`src/rtl/soc_mem_pkg.sv`:
```
// soc_mem_pkg: shared types and helpers for the soc_mem_xbar memory front-end.
package soc_mem_pkg;

    localparam logic [31:0] MEM_BASE_DEFAULT = 32'h8000_0000;
    localparam int PORT_ID_W = 3;   // enough for up to 8 requester ports
    localparam int MAX_DW    = 512; // widest data path the mask helper handles

    typedef enum logic {
        TGT_SRAM = 1'b0,
        TGT_MMIO = 1'b1
    } target_e;

    typedef struct packed {
        logic                 valid;
        logic [PORT_ID_W-1:0] port_id;
        logic                 is_write;
    } resp_pipe_t;

    // Expand byte strobes into a per-bit write mask (each strobe covers 8 bits).
    function automatic logic [MAX_DW-1:0] strb_to_mask(input logic [MAX_DW/8-1:0] strb);
        logic [MAX_DW-1:0] m;
        m = '0;
        for (int i = 0; i < MAX_DW/8; i++) m[i*8 +: 8] = {8{strb[i]}};
        return m;
    endfunction

endpackage

```
`src/rtl/soc_mem_xbar_if.sv`:
```
// soc_mem_xbar_if: core-side request/response bundle for all requester ports.
// master = requesters (cores, debug), slave = the crossbar.
interface soc_mem_xbar_if #(
    parameter int unsigned NumPorts  = 2,
    parameter int unsigned AddrWidth = 32,
    parameter int unsigned DataWidth = 64
);
    logic [NumPorts-1:0]                    port_req_i;
    logic [NumPorts-1:0]                    port_gnt_o;
    logic [NumPorts-1:0][AddrWidth-1:0]     port_addr_i;
    logic [NumPorts-1:0]                    port_we_i;
    logic [NumPorts-1:0][DataWidth-1:0]     port_wdata_i;
    logic [NumPorts-1:0][DataWidth/8-1:0]   port_strb_i;
    logic [NumPorts-1:0]                    port_rvalid_o;
    logic [NumPorts-1:0][DataWidth-1:0]     port_rdata_o;

    modport master (
        output port_req_i, port_addr_i, port_we_i, port_wdata_i, port_strb_i,
        input  port_gnt_o, port_rvalid_o, port_rdata_o
    );

    modport slave (
        input  port_req_i, port_addr_i, port_we_i, port_wdata_i, port_strb_i,
        output port_gnt_o, port_rvalid_o, port_rdata_o
    );
endinterface

```
`src/rtl/soc_mem_xbar_rr_arbiter.sv`:
```
// rr_arbiter: combinational round-robin grant; the search starts at the pointer,
// which moves to winner+1 only when the grant is actually taken.
module rr_arbiter #(
    parameter int N = 2
) (
    input  logic         clk_i,
    input  logic         rst_i,
    input  logic [N-1:0] req,
    output logic [N-1:0] gnt,
    input  logic         accept
);
    localparam int IW = (N > 1) ? $clog2(N) : 1;

    logic [IW-1:0] ptr_q;
    logic [IW-1:0] win;
    logic          found;
    int            j;

    // First requester at or after the pointer, wrapping modulo N.
    always_comb begin
        gnt   = '0;
        win   = '0;
        found = 1'b0;
        j     = 0;
        for (int i = 0; i < N; i++) begin
            j = int'(ptr_q) + i;
            if (j >= N) j = j - N;
            if (!found && req[j]) begin
                found  = 1'b1;
                gnt[j] = 1'b1;
                win    = IW'(j);
            end
        end
    end

    // Pointer update; holds while idle.
    always_ff @(posedge clk_i or posedge rst_i) begin
        if (rst_i) begin
            ptr_q <= '0;
        end else if (accept) begin
            ptr_q <= (int'(win) == N - 1) ? '0 : win + 1'b1;
        end
    end

endmodule

```
`src/rtl/soc_mem_xbar.sv`:
```
// soc_mem_xbar: N-port front-end to the word-addressed SRAM and the MMIO bus.
// Address decode, per-target round-robin, SRAM relocation/word alignment and
// per-target response return (SRAM: MemReadLatency cycles, MMIO: 1 cycle).
// Optional build macro SOC_MEM_XBAR_MMIO_READ_TRAP_EN: MMIO reads are not
// forwarded; they answer all-ones and set the sticky mmio_rd_err_o flag.
module soc_mem_xbar
    import soc_mem_pkg::*;
#(
    parameter int unsigned          NumPorts       = 2,
    parameter int unsigned          AddrWidth      = 32,
    parameter int unsigned          DataWidth      = 64,
    parameter logic [AddrWidth-1:0] MemBase        = MEM_BASE_DEFAULT,
    parameter int unsigned          NumWords       = 1 << 20,
    parameter int unsigned          MemReadLatency = 1
) (
    input  logic                   clk_i,
    input  logic                   rst_i,
    soc_mem_xbar_if.slave          port,
    output logic                   mem_req_o,
    output logic                   mem_we_o,
    output logic [AddrWidth-1:0]   mem_addr_o,
    output logic [DataWidth-1:0]   mem_wdata_o,
    output logic [DataWidth-1:0]   mem_wmask_o,
    input  logic [DataWidth-1:0]   mem_rdata_i,
    output logic                   mmio_req_o,
    output logic                   mmio_we_o,
    output logic [AddrWidth-1:0]   mmio_addr_o,
    output logic [DataWidth-1:0]   mmio_wdata_o,
    output logic [DataWidth/8-1:0] mmio_strb_o,
    input  logic [DataWidth-1:0]   mmio_rdata_i,
    output logic                   mmio_rd_err_o
);
    localparam int unsigned StrbWidth = DataWidth / 8;
    localparam int unsigned OffsBits  = $clog2(StrbWidth);
    // Window bounds carry one extra bit so MemBase + size cannot wrap.
    localparam logic [AddrWidth:0] MemLo   = {1'b0, MemBase};
    localparam logic [AddrWidth:0] MemSize = (AddrWidth+1)'(NumWords) * (AddrWidth+1)'(StrbWidth);
    localparam logic [AddrWidth:0] MemHi   = MemLo + MemSize;

    target_e              tgt [NumPorts];
    logic [NumPorts-1:0]  elig, sram_req, mmio_req, sram_gnt, mmio_gnt;
    logic [NumPorts-1:0]  outst_q, rvalid;
    logic [NumPorts-1:0][DataWidth-1:0] rdata;
    logic [AddrWidth:0]   ext_addr;

    // SRAM winner fields
    logic [AddrWidth-1:0] s_addr, s_word;
    logic                 s_we;
    logic [DataWidth-1:0] s_wdata, s_mask;
    logic [StrbWidth-1:0] s_strb;
    logic [PORT_ID_W-1:0] s_id;
    logic [MAX_DW/8-1:0]  strb_wide;
    logic [MAX_DW-1:0]    mask_wide;

    // MMIO winner fields
    logic [AddrWidth-1:0] m_addr;
    logic                 m_we, m_gnt_any;
    logic [DataWidth-1:0] m_wdata, m_rd_data;
    logic [StrbWidth-1:0] m_strb;
    logic [PORT_ID_W-1:0] m_id;

    // Held target fields for cycles without a grant
    logic [AddrWidth-1:0] mem_addr_q, mmio_addr_q;
    logic [DataWidth-1:0] mem_wdata_q, mem_wmask_q, mmio_wdata_q, mmio_rdata_q;
    logic [StrbWidth-1:0] mmio_strb_q;

    resp_pipe_t pipe_q [1:MemReadLatency];
    resp_pipe_t mmio_rsp_q;

    // Decode and eligibility: one transaction in flight per port, but a port
    // whose response is returning this cycle may issue again.
    always_comb begin
        ext_addr = '0;
        for (int p = 0; p < NumPorts; p++) begin
            ext_addr    = {1'b0, port.port_addr_i[p]};
            tgt[p]      = (ext_addr >= MemLo && ext_addr < MemHi) ? TGT_SRAM : TGT_MMIO;
            elig[p]     = !outst_q[p] || rvalid[p];
            sram_req[p] = port.port_req_i[p] && elig[p] && (tgt[p] == TGT_SRAM);
            mmio_req[p] = port.port_req_i[p] && elig[p] && (tgt[p] == TGT_MMIO);
        end
    end

    rr_arbiter #(.N(NumPorts)) u_arb_sram (
        .clk_i (clk_i),
        .rst_i (rst_i),
        .req   (sram_req),
        .gnt   (sram_gnt),
        .accept(|sram_gnt)
    );

    rr_arbiter #(.N(NumPorts)) u_arb_mmio (
        .clk_i (clk_i),
        .rst_i (rst_i),
        .req   (mmio_req),
        .gnt   (mmio_gnt),
        .accept(|mmio_gnt)
    );

    // SRAM winner mux, relocation to word index and strobe expansion.
    always_comb begin
        s_addr  = '0;
        s_we    = 1'b0;
        s_wdata = '0;
        s_strb  = '0;
        s_id    = '0;
        for (int p = 0; p < NumPorts; p++) begin
            if (sram_gnt[p]) begin
                s_addr  = port.port_addr_i[p];
                s_we    = port.port_we_i[p];
                s_wdata = port.port_wdata_i[p];
                s_strb  = port.port_strb_i[p];
                s_id    = PORT_ID_W'(p);
            end
        end
        s_word    = (s_addr - MemBase) >> OffsBits;
        strb_wide = '0;
        strb_wide[StrbWidth-1:0] = s_strb;
        mask_wide = strb_to_mask(strb_wide);
        s_mask    = mask_wide[DataWidth-1:0];
    end

    // MMIO winner mux.
    always_comb begin
        m_addr  = '0;
        m_we    = 1'b0;
        m_wdata = '0;
        m_strb  = '0;
        m_id    = '0;
        for (int p = 0; p < NumPorts; p++) begin
            if (mmio_gnt[p]) begin
                m_addr  = port.port_addr_i[p];
                m_we    = port.port_we_i[p];
                m_wdata = port.port_wdata_i[p];
                m_strb  = port.port_strb_i[p];
                m_id    = PORT_ID_W'(p);
            end
        end
    end

    assign m_gnt_any = |mmio_gnt;

    assign mem_req_o   = |sram_gnt;
    assign mem_we_o    = mem_req_o & s_we;
    assign mem_addr_o  = mem_req_o ? s_word  : mem_addr_q;
    assign mem_wdata_o = mem_req_o ? s_wdata : mem_wdata_q;
    assign mem_wmask_o = mem_req_o ? s_mask  : mem_wmask_q;

    assign mmio_we_o    = m_gnt_any & m_we;
    assign mmio_addr_o  = m_gnt_any ? m_addr  : mmio_addr_q;
    assign mmio_wdata_o = m_gnt_any ? m_wdata : mmio_wdata_q;
    assign mmio_strb_o  = m_gnt_any ? m_strb  : mmio_strb_q;

`ifdef SOC_MEM_XBAR_MMIO_READ_TRAP_EN
    logic rd_err_q;
    logic unused_mmio_rdata;

    // Reads never reach the bus; they are answered locally with all ones.
    assign mmio_req_o        = m_gnt_any & m_we;
    assign m_rd_data         = m_we ? '0 : '1;
    assign mmio_rd_err_o     = rd_err_q;
    assign unused_mmio_rdata = ^mmio_rdata_i;

    // Sticky error flag for any trapped read.
    always_ff @(posedge clk_i or posedge rst_i) begin
        if (rst_i) rd_err_q <= 1'b0;
        else if (m_gnt_any && !m_we) rd_err_q <= 1'b1;
    end
`else
    assign mmio_req_o    = m_gnt_any;
    assign m_rd_data     = m_we ? '0 : mmio_rdata_i;
    assign mmio_rd_err_o = 1'b0;
`endif

    // Hold the last target address/data while the target is idle.
    always_ff @(posedge clk_i or posedge rst_i) begin
        if (rst_i) begin
            mem_addr_q   <= '0;
            mem_wdata_q  <= '0;
            mem_wmask_q  <= '0;
            mmio_addr_q  <= '0;
            mmio_wdata_q <= '0;
            mmio_strb_q  <= '0;
        end else begin
            if (mem_req_o) begin
                mem_addr_q  <= s_word;
                mem_wdata_q <= s_wdata;
                mem_wmask_q <= s_mask;
            end
            if (m_gnt_any) begin
                mmio_addr_q  <= m_addr;
                mmio_wdata_q <= m_wdata;
                mmio_strb_q  <= m_strb;
            end
        end
    end

    // SRAM response tracker: valid/ID shift pipeline, MemReadLatency deep.
    always_ff @(posedge clk_i or posedge rst_i) begin
        if (rst_i) begin
            for (int k = 1; k <= MemReadLatency; k++) pipe_q[k] <= '0;
        end else begin
            pipe_q[1] <= '{valid: mem_req_o, port_id: s_id, is_write: s_we};
            for (int k = 2; k <= MemReadLatency; k++) pipe_q[k] <= pipe_q[k-1];
        end
    end

    // MMIO response: data captured at acceptance, returned next cycle.
    always_ff @(posedge clk_i or posedge rst_i) begin
        if (rst_i) begin
            mmio_rsp_q   <= '0;
            mmio_rdata_q <= '0;
        end else begin
            mmio_rsp_q <= '{valid: m_gnt_any, port_id: m_id, is_write: m_we};
            if (m_gnt_any) mmio_rdata_q <= m_rd_data;
        end
    end

    // Route responses back to their ports; writes return zero data.
    always_comb begin
        rvalid = '0;
        rdata  = '0;
        for (int p = 0; p < NumPorts; p++) begin
            if (pipe_q[MemReadLatency].valid && pipe_q[MemReadLatency].port_id == PORT_ID_W'(p)) begin
                rvalid[p] = 1'b1;
                rdata[p]  = pipe_q[MemReadLatency].is_write ? '0 : mem_rdata_i;
            end
            if (mmio_rsp_q.valid && mmio_rsp_q.port_id == PORT_ID_W'(p)) begin
                rvalid[p] = 1'b1;
                rdata[p]  = mmio_rdata_q;
            end
        end
    end

    // Outstanding bit per port: set on accept, cleared by its response.
    always_ff @(posedge clk_i or posedge rst_i) begin
        if (rst_i) outst_q <= '0;
        else       outst_q <= (outst_q & ~rvalid) | sram_gnt | mmio_gnt;
    end

    assign port.port_gnt_o    = sram_gnt | mmio_gnt;
    assign port.port_rvalid_o = rvalid;
    assign port.port_rdata_o  = rdata;

endmodule
```
`src/flat_wrapper.sv`:
```
// flat-port wrapper written by rule: the top's interface ports become plain ports
module soc_mem_xbar_flat import soc_mem_pkg::*;
#(
    parameter int unsigned          NumPorts       = 2,
    parameter int unsigned          AddrWidth      = 32,
    parameter int unsigned          DataWidth      = 64,
    parameter logic [AddrWidth-1:0] MemBase        = MEM_BASE_DEFAULT,
    parameter int unsigned          NumWords       = 1 << 20,
    parameter int unsigned          MemReadLatency = 1
)
  (clk_i, rst_i, mem_req_o, mem_we_o, mem_addr_o, mem_wdata_o, mem_wmask_o, mem_rdata_i, mmio_req_o, mmio_we_o, mmio_addr_o, mmio_wdata_o, mmio_strb_o, mmio_rdata_i, mmio_rd_err_o, port_port_req_i, port_port_addr_i, port_port_we_i, port_port_wdata_i, port_port_strb_i, port_port_gnt_o, port_port_rvalid_o, port_port_rdata_o);
  soc_mem_xbar_if #(.NumPorts(NumPorts), .AddrWidth(AddrWidth), .DataWidth(DataWidth)) port_i ();
  input  logic clk_i;
  input  logic rst_i;
  output logic mem_req_o;
  output logic mem_we_o;
  output logic [AddrWidth-1:0] mem_addr_o;
  output logic [DataWidth-1:0] mem_wdata_o;
  output logic [DataWidth-1:0] mem_wmask_o;
  input  logic [DataWidth-1:0] mem_rdata_i;
  output logic mmio_req_o;
  output logic mmio_we_o;
  output logic [AddrWidth-1:0] mmio_addr_o;
  output logic [DataWidth-1:0] mmio_wdata_o;
  output logic [DataWidth/8-1:0] mmio_strb_o;
  input  logic [DataWidth-1:0] mmio_rdata_i;
  output logic mmio_rd_err_o;
  input wire logic [$bits(port_i.port_req_i)-1:0] port_port_req_i;
  input wire logic [$bits(port_i.port_addr_i)-1:0] port_port_addr_i;
  input wire logic [$bits(port_i.port_we_i)-1:0] port_port_we_i;
  input wire logic [$bits(port_i.port_wdata_i)-1:0] port_port_wdata_i;
  input wire logic [$bits(port_i.port_strb_i)-1:0] port_port_strb_i;
  output wire logic [$bits(port_i.port_gnt_o)-1:0] port_port_gnt_o;
  output wire logic [$bits(port_i.port_rvalid_o)-1:0] port_port_rvalid_o;
  output wire logic [$bits(port_i.port_rdata_o)-1:0] port_port_rdata_o;
  assign port_i.port_req_i = port_port_req_i;
  assign port_i.port_addr_i = port_port_addr_i;
  assign port_i.port_we_i = port_port_we_i;
  assign port_i.port_wdata_i = port_port_wdata_i;
  assign port_i.port_strb_i = port_port_strb_i;
  assign port_port_gnt_o = port_i.port_gnt_o;
  assign port_port_rvalid_o = port_i.port_rvalid_o;
  assign port_port_rdata_o = port_i.port_rdata_o;
  soc_mem_xbar #(.NumPorts(NumPorts), .AddrWidth(AddrWidth), .DataWidth(DataWidth), .MemBase(MemBase), .NumWords(NumWords), .MemReadLatency(MemReadLatency)) u_core (.clk_i(clk_i), .rst_i(rst_i), .port(port_i), .mem_req_o(mem_req_o), .mem_we_o(mem_we_o), .mem_addr_o(mem_addr_o), .mem_wdata_o(mem_wdata_o), .mem_wmask_o(mem_wmask_o), .mem_rdata_i(mem_rdata_i), .mmio_req_o(mmio_req_o), .mmio_we_o(mmio_we_o), .mmio_addr_o(mmio_addr_o), .mmio_wdata_o(mmio_wdata_o), .mmio_strb_o(mmio_strb_o), .mmio_rdata_i(mmio_rdata_i), .mmio_rd_err_o(mmio_rd_err_o));
endmodule
```
`config.mk`:
```
export PLATFORM = sky130hd
export DESIGN_NAME = soc_mem_xbar_flat
export DESIGN_NICKNAME = d
export VERILOG_FILES = /design/src/rtl/soc_mem_pkg.sv /design/src/rtl/soc_mem_xbar_if.sv /design/src/rtl/soc_mem_xbar_rr_arbiter.sv /design/src/rtl/soc_mem_xbar.sv /design/src/flat_wrapper.sv
export SDC_FILE = /design/constraint.sdc
export NUM_CORES = 1
export LEC_CHECK = 0
export CAP_MARGIN = 10
export CELL_PAD_IN_SITES_DETAIL_PLACEMENT = 0
export CELL_PAD_IN_SITES_GLOBAL_PLACEMENT = 1
export CORE_AREA = 2 2 292 294
export DETAILED_ROUTE_END_ITERATION = 6
export DIE_AREA = 0 0 294 296
export GPL_ROUTABILITY_DRIVEN = 0
export HOLD_SLACK_MARGIN = 0.02
export PLACE_DENSITY_LB_ADDON = 0.1
export SYNTH_ARGS = -nofsm -noshare
export SYNTH_HDL_FRONTEND = slang
export SYNTH_HIERARCHICAL = 1
export SYNTH_SLANG_ARGS = --single-unit
```
`constraint.sdc`:
```
create_clock -name clk_i -period 33.1 [get_ports clk_i]
set_input_delay 9.93 -clock clk_i [delete_from_list [all_inputs] [get_ports clk_i]]
set_output_delay 9.93 -clock clk_i [all_outputs]
set_load 0.01 [all_outputs]
```
# == Word level (Yosys, flattened, before mapping) ==
# Index checks and enable logic that the tools add are counted.
# totals
inputBits,342
ff_bits,337
elab_cells,151
# classes
n_addsub,9
eq_ne,2
mux,72
bitwise_logic,9
n_lt_le_gt_ge,16
reduce_logical,28
# ops
operator,n
64-bit two-way mux,13
32-bit two-way mux,10
"32-bit by 1-bit >= comparator with 1-bit output, second input constant",4
"32-bit by 3-bit less-than comparator with 1-bit output, second input constant",4
"32-bit >= comparator, second input constant",2
"32-bit less-than comparator, second input constant",2
8-bit two-way mux,5
1-bit two-way mux,36
"32-bit subtractor, second input constant",1
1-bit logical AND,18
2-bit OR,5
2-bit two-way mux,4
3-bit zero test,2
"1-bit by 2-bit subtractor with 3-bit output, second input constant",2
"2-bit by 2-bit subtractor with 3-bit output, second input constant",2
"1-bit by 1-bit adder with 2-bit output, second input constant",2
1-bit demux with 1-bit select,4
"1-bit by 2-bit >= comparator with 1-bit output, second input constant",2
"2-bit >= comparator, second input constant",2
1-bit zero test,4
2-bit OR reduction,2
"1-bit adder, second input constant",2
1-bit bitwise AND,2
2-bit bitwise AND,1
other kinds (3),5

# == Depth between registers and ports, before layout ==
# logic_depth
word_depth,18
mapped_depth,13
ltp_nobuf,9

# == Modules after synthesis ==
# Netlist, hierarchy kept.
# modules_own_cells
module,area_per_inst_um2,instances,cells_per_inst
soc_mem_xbar,16064.2,1,1557
rr_arbiter,60.1,2,7

# == Worst setup path after synthesis ==
# OpenSTA, ideal clock, no wires.
# synth_timing
path_type,input to output
startpoint,in port_port_addr_i[27]
endpoint,out mem_addr_o[20]
path_slack_ns,11.524
path_buffers,3
required_ns,23.170
stages,9
arrival_ns,11.646
path_cell_list,nor4_1 -> nand4b_1 -> nor3b_1 -> a21boi_0 -> buf_6 -> buf_6 -> buf_4 -> mux2i_1 -> o21ai_0
# synth_between
elab_chain_cells,14
# synth_rtl
item,line,source
from (decl),flat_wrapper.sv:29,input wire logic [$bits(port_i.port_addr_i)-1:0] port_port_addr_i;
32-bit >= comparator or 32-bit less-than comparator (tied branches),soc_mem_xbar.sv:76,tgt[p] = (ext_addr >= MemLo && ext_addr < MemHi) ? TGT_SRAM : TGT_MMIO;
1-bit logical AND *,soc_mem_xbar.sv:76,
1-bit logical AND *,soc_mem_xbar.sv:78,sram_req[p] = port.port_req_i[p] && elig[p] && (tgt[p] == TGT_SRAM);
via u_core.sram_req[0],soc_mem_xbar.sv:41,"logic [NumPorts-1:0] elig, sram_req, mmio_req, sram_gnt, mmio_gnt;"
1-bit two-way mux (not written as such) (3 in series),soc_mem_xbar_rr_arbiter.sv:28,if (!found && req[j]) begin
1-bit two-way mux,soc_mem_xbar_rr_arbiter.sv:28,
1-bit zero test,soc_mem_xbar_rr_arbiter.sv:28,
1-bit logical AND,soc_mem_xbar_rr_arbiter.sv:28,
2-bit two-way mux *,soc_mem_xbar_rr_arbiter.sv:28,
via u_core.sram_gnt[0],soc_mem_xbar.sv:41,
32-bit two-way mux (2 in series),soc_mem_xbar.sv:107,if (sram_gnt[p]) begin
32-bit subtractor,soc_mem_xbar.sv:115,s_word = (s_addr - MemBase) >> OffsBits;
32-bit two-way mux *,soc_mem_xbar.sv:144,assign mem_addr_o = mem_req_o ? s_word : mem_addr_q;
to (decl),flat_wrapper.sv:17,output logic [AddrWidth-1:0] mem_addr_o;
# The timed path passes the listed nets; every way through them passes the cells marked *. The select of a mux whose other input is x is not followed.

# == Worst setup path after layout ==
# layout_timing
startpoint,in port_port_addr_i[27]
endpoint,out mem_wdata_o[42]
# layout_between
elab_chain_cells,13
# layout_rtl
item,line,source
32-bit >= comparator or 32-bit less-than comparator (tied branches),soc_mem_xbar.sv:76,
1-bit logical AND *,soc_mem_xbar.sv:76,
1-bit logical AND *,soc_mem_xbar.sv:78,
via u_core.sram_req[0],soc_mem_xbar.sv:41,
1-bit two-way mux (not written as such) (3 in series),soc_mem_xbar_rr_arbiter.sv:28,
1-bit two-way mux,soc_mem_xbar_rr_arbiter.sv:28,
1-bit zero test,soc_mem_xbar_rr_arbiter.sv:28,
1-bit logical AND,soc_mem_xbar_rr_arbiter.sv:28,
2-bit two-way mux *,soc_mem_xbar_rr_arbiter.sv:28,
via u_core.sram_gnt[0],soc_mem_xbar.sv:41,
64-bit two-way mux (2 in series),soc_mem_xbar.sv:107,
64-bit two-way mux *,soc_mem_xbar.sv:145,assign mem_wdata_o = mem_req_o ? s_wdata : mem_wdata_q;
to (decl),flat_wrapper.sv:18,output logic [DataWidth-1:0] mem_wdata_o;
# Marks and branches as above.

==> out/results.tsv <==
metric	value	unit
status	finished, final reports clean	
clk_pin_slew_worst_paths	0.06	ns
cts_setup_buffers	0	
start_util	19.2	%
htreeDepth	2	
drt_wl_total	78200	um
worstPathArrival	14.77	ns
numCtsBuffers	46	
internal_power	0.765	mW
worst-setup-path-type	primary input to output port	
setup_violations	0	
grt.overflow.total	0	
worst_pin_slew	1.03	ns
power.share.sequential	41.3	%
first_pass_iters	5	
pwr-share-clk	52.5	%
worstPathRequired	23.17	ns
tns	0	ns
yosysMostFrequentCell	dfrtp_1	
vdd_drop_max	0.0373	mV
max_freq	40.5	MHz
synth_edf_count	0	
synth_common_cells	dfrtp_1, nand2_1, mux2i_1	
async_flop_share	100	%
placed_area	24400	sq um
hold_violations	0	
fin_ws	8.40	ns
drv_cap	0	
syn2layout_area_growth	60.7	%
cp_max_fo	42	
clock-root-buffer	clkbuf_16	
drt-wirelength-per-cell	23.1	um
synth_top_family_by_area	compound AO/OA/AOI/OAI gates	
grt_antenna_before_repair	24	
dp.cells	3291	
design.die.area	87000	sq um
route.vias.total	14600	
synth_cells	1571	
synth_mux_area_share	12.2	%
post_cts_resized	0	
period_share	74.6	%
die_h	296	um
ys_types	34	
switchingPower	0.233	mW
pre_cts_ws	8.31	ns
ant_nets	0	
avgSynthCellArea	10.3	sq um
clock_skew	0.0271	ns
syn-cell-area	16200	sq um
crit_chain	clkdlybuf4s50_1, nor4_1, nand4b_1, nor3b_1, a21boi_4, buf_4, buf_4, mux2i_1, o21ai_0, clkdlybuf4s50_1	
synth_top_area_share	52.1	%
drive_gt1_share	5.26	%
cts_tree	yes	
worstSetupStartpointType	primary input	
viasPerCell	4.32	
drtIter0Drc	596	
ys_seq_area_share	52.1	%
power.density	38.4	nW/um^2
postCtsHoldBufs	0	
swShare	23.4	%
io_buffer_count	741	
grt_pass1_vias	15300	
clock_sinks	337	
fin_crit	24.70	ns
ios	743	
filler_cell_count	8733	
fin_nets	2591	
synth_nets	1913	
fin_cells	3383	
hold_path.class	flip-flop to flip-flop	
clkLatencyLatePin	0.61	ns
rsz0062_at_grt	false	
die_w	294	um
drc	0	
synth-simple-area-share	11.6	%
synth-xor-area-share	0	%
grt_max_degree	158	
synth_compound_area_share	19.0	%
drv_slew	0	
cp_slowest_cell	a21boi_4	
grt_first_pass_wirelength	110000	um
core-area	84200	sq um
maxSlewHeadroom	31.3	%
setup.worst_path.end_class	output port	
p_comb_share	6.3	%
cp_slowest_stage_delay	0.86	ns
synthFlopType	dfrtp_1	
hpwl	56400	um
synth_fa_ha_area_share	0	%
yosysTopAreaCell	dfrtp_1	
fin_area	26000	sq um
clockBufferDepth	3	
leakage	10.7	nW
synth-warning-count	6	
ys_seq_elements	337	
ys_top_cells_by_area	dfrtp_1, mux2i_1, nand2_1	
rows	107	
grt_usage	17.2	%
[final cells by class]
class | count | area, sq um | area share (%)
sequential | 337 | 8430 | 32.4
timing repair buffer | 761 | 7580 | 29.1
multi-input combinational | 1096 | 6970 | 26.8
tap | 1090 | 1360 | 5.24
clock buffer | 64 | 1340 | 5.15
clock inverter | 17 | 253 | 0.972
inverter | 7 | 33.8 | 0.130
antenna | 11 | 27.5 | 0.106
[worst paths after layout]
path / slack [ns] / depth (start not counted) / end / startpoint
max: 8.40 / 10 / mem_wdata_o[42] / port_port_addr_i[27]
min: 0.47 / 1 / u_core/mem_wmask_q[5] / u_core/mem_wmask_q[5]
max reg2reg: 28.87 / 12 / u_core/mmio_rdata_q[48] / u_core/pipe_q[4]
min reg2reg: 0.47 / 1 / u_core/mem_wmask_q[5] / u_core/mem_wmask_q[5]
max in group asynchronous: 21.59 / 3 / u_core/mmio_rdata_q[32] / rst_i
min in group asynchronous: 9.66 / 2 / asynchronous set/reset pin / rst_i
[state kept, by name, indices dropped and copies added, names as in the netlist, named ones only]
| signal | cells |
|---|---|
| u_core/mem_addr_q | 32 |
| u_core/pipe_q | 3 |
| u_core/mmio_addr_q | 32 |
| u_core/mmio_wdata_q | 64 |
| u_core/mmio_rdata_q | 64 |
| u_core/mem_wmask_q | 64 |
| u_core/mem_wdata_q | 64 |
| u_core/mmio_strb_q | 8 |
| u_core/outst_q | 2 |
| u_core/mmio_rsp_q | 2 |
[cells by family (layout without fill, tap and decap cells)]
family / Yosys count / in the layout
compound gates: 468 / 468
buf+inv: 138 / 849
flops: 337 / 337
mux: 197 / 197
other cells: 1 / 12
simple gates: 430 / 430
[layer usage]
layer	share of wire [%]	routed length (um)	vias up	track usage [%]
met1	37	29300	7088	18.7
met3	9.8	7670	112	7.47
met2	50	39300	522	30.2
li1	-	-	6866	-
met5	0.22	172	-	0
met4	2.3	1800	28	5.43
[through the flow]
step                      util (%)  total power, mW  hold WS (ns)
final                         30.9            0.999         0.469
after global routing          30.9             1.04         0.490
after CTS                     30.8             1.02         0.473
after detailed placement      29.0            0.483         0.460
after global placement        29.0            0.483         0.455
after floorplan                  -            0.430         0.470
[power by group through the flow]
| stage | Clock (mW) | Combinational, mW | Sequential, mW |
|---|---|---|---|
| after detailed placement | 0 | 0.0638 | 0.420 |
| after floorplan | 0 | 0.0106 | 0.420 |
| after CTS | 0.546 | 0.0642 | 0.412 |
| after global routing | 0.563 | 0.0676 | 0.412 |
| after global placement | 0 | 0.0636 | 0.420 |
| final | 0.524 | 0.0625 | 0.412 |
[cells in the final DEF, fill, tap and decap left out, drive strengths merged, types with 2 or more instances in the layout]
cell,synthesis,routed
inv,7,8
mux2i,197,197
buf,106,20
diode,0,11
and2b,6,6
and2,6,6
dfrtp,337,337
nand3,2,2
bufinv,0,4
nor4,2,2
nor2b,60,60
a31oi,2,2
clkbuf,25,64
or2,2,2
nand2,331,331
a21boi,2,2
o21ai,262,262
nand2b,6,6
and3,2,2
nor2,8,8
clkdlybuf4s50,0,741
a22o,138,138
a21o,64,64
nor3b,2,2
clkinv,0,11
[worst max-delay path, delay by kind of cell]
family / cells / cell delay [ns]
compound gates: 2 / 1.15
mux: 1 / 0.16
buf+inv: 4 / 2.52
simple gates: 3 / 0.83
Power figures use the tool's default switching activity.
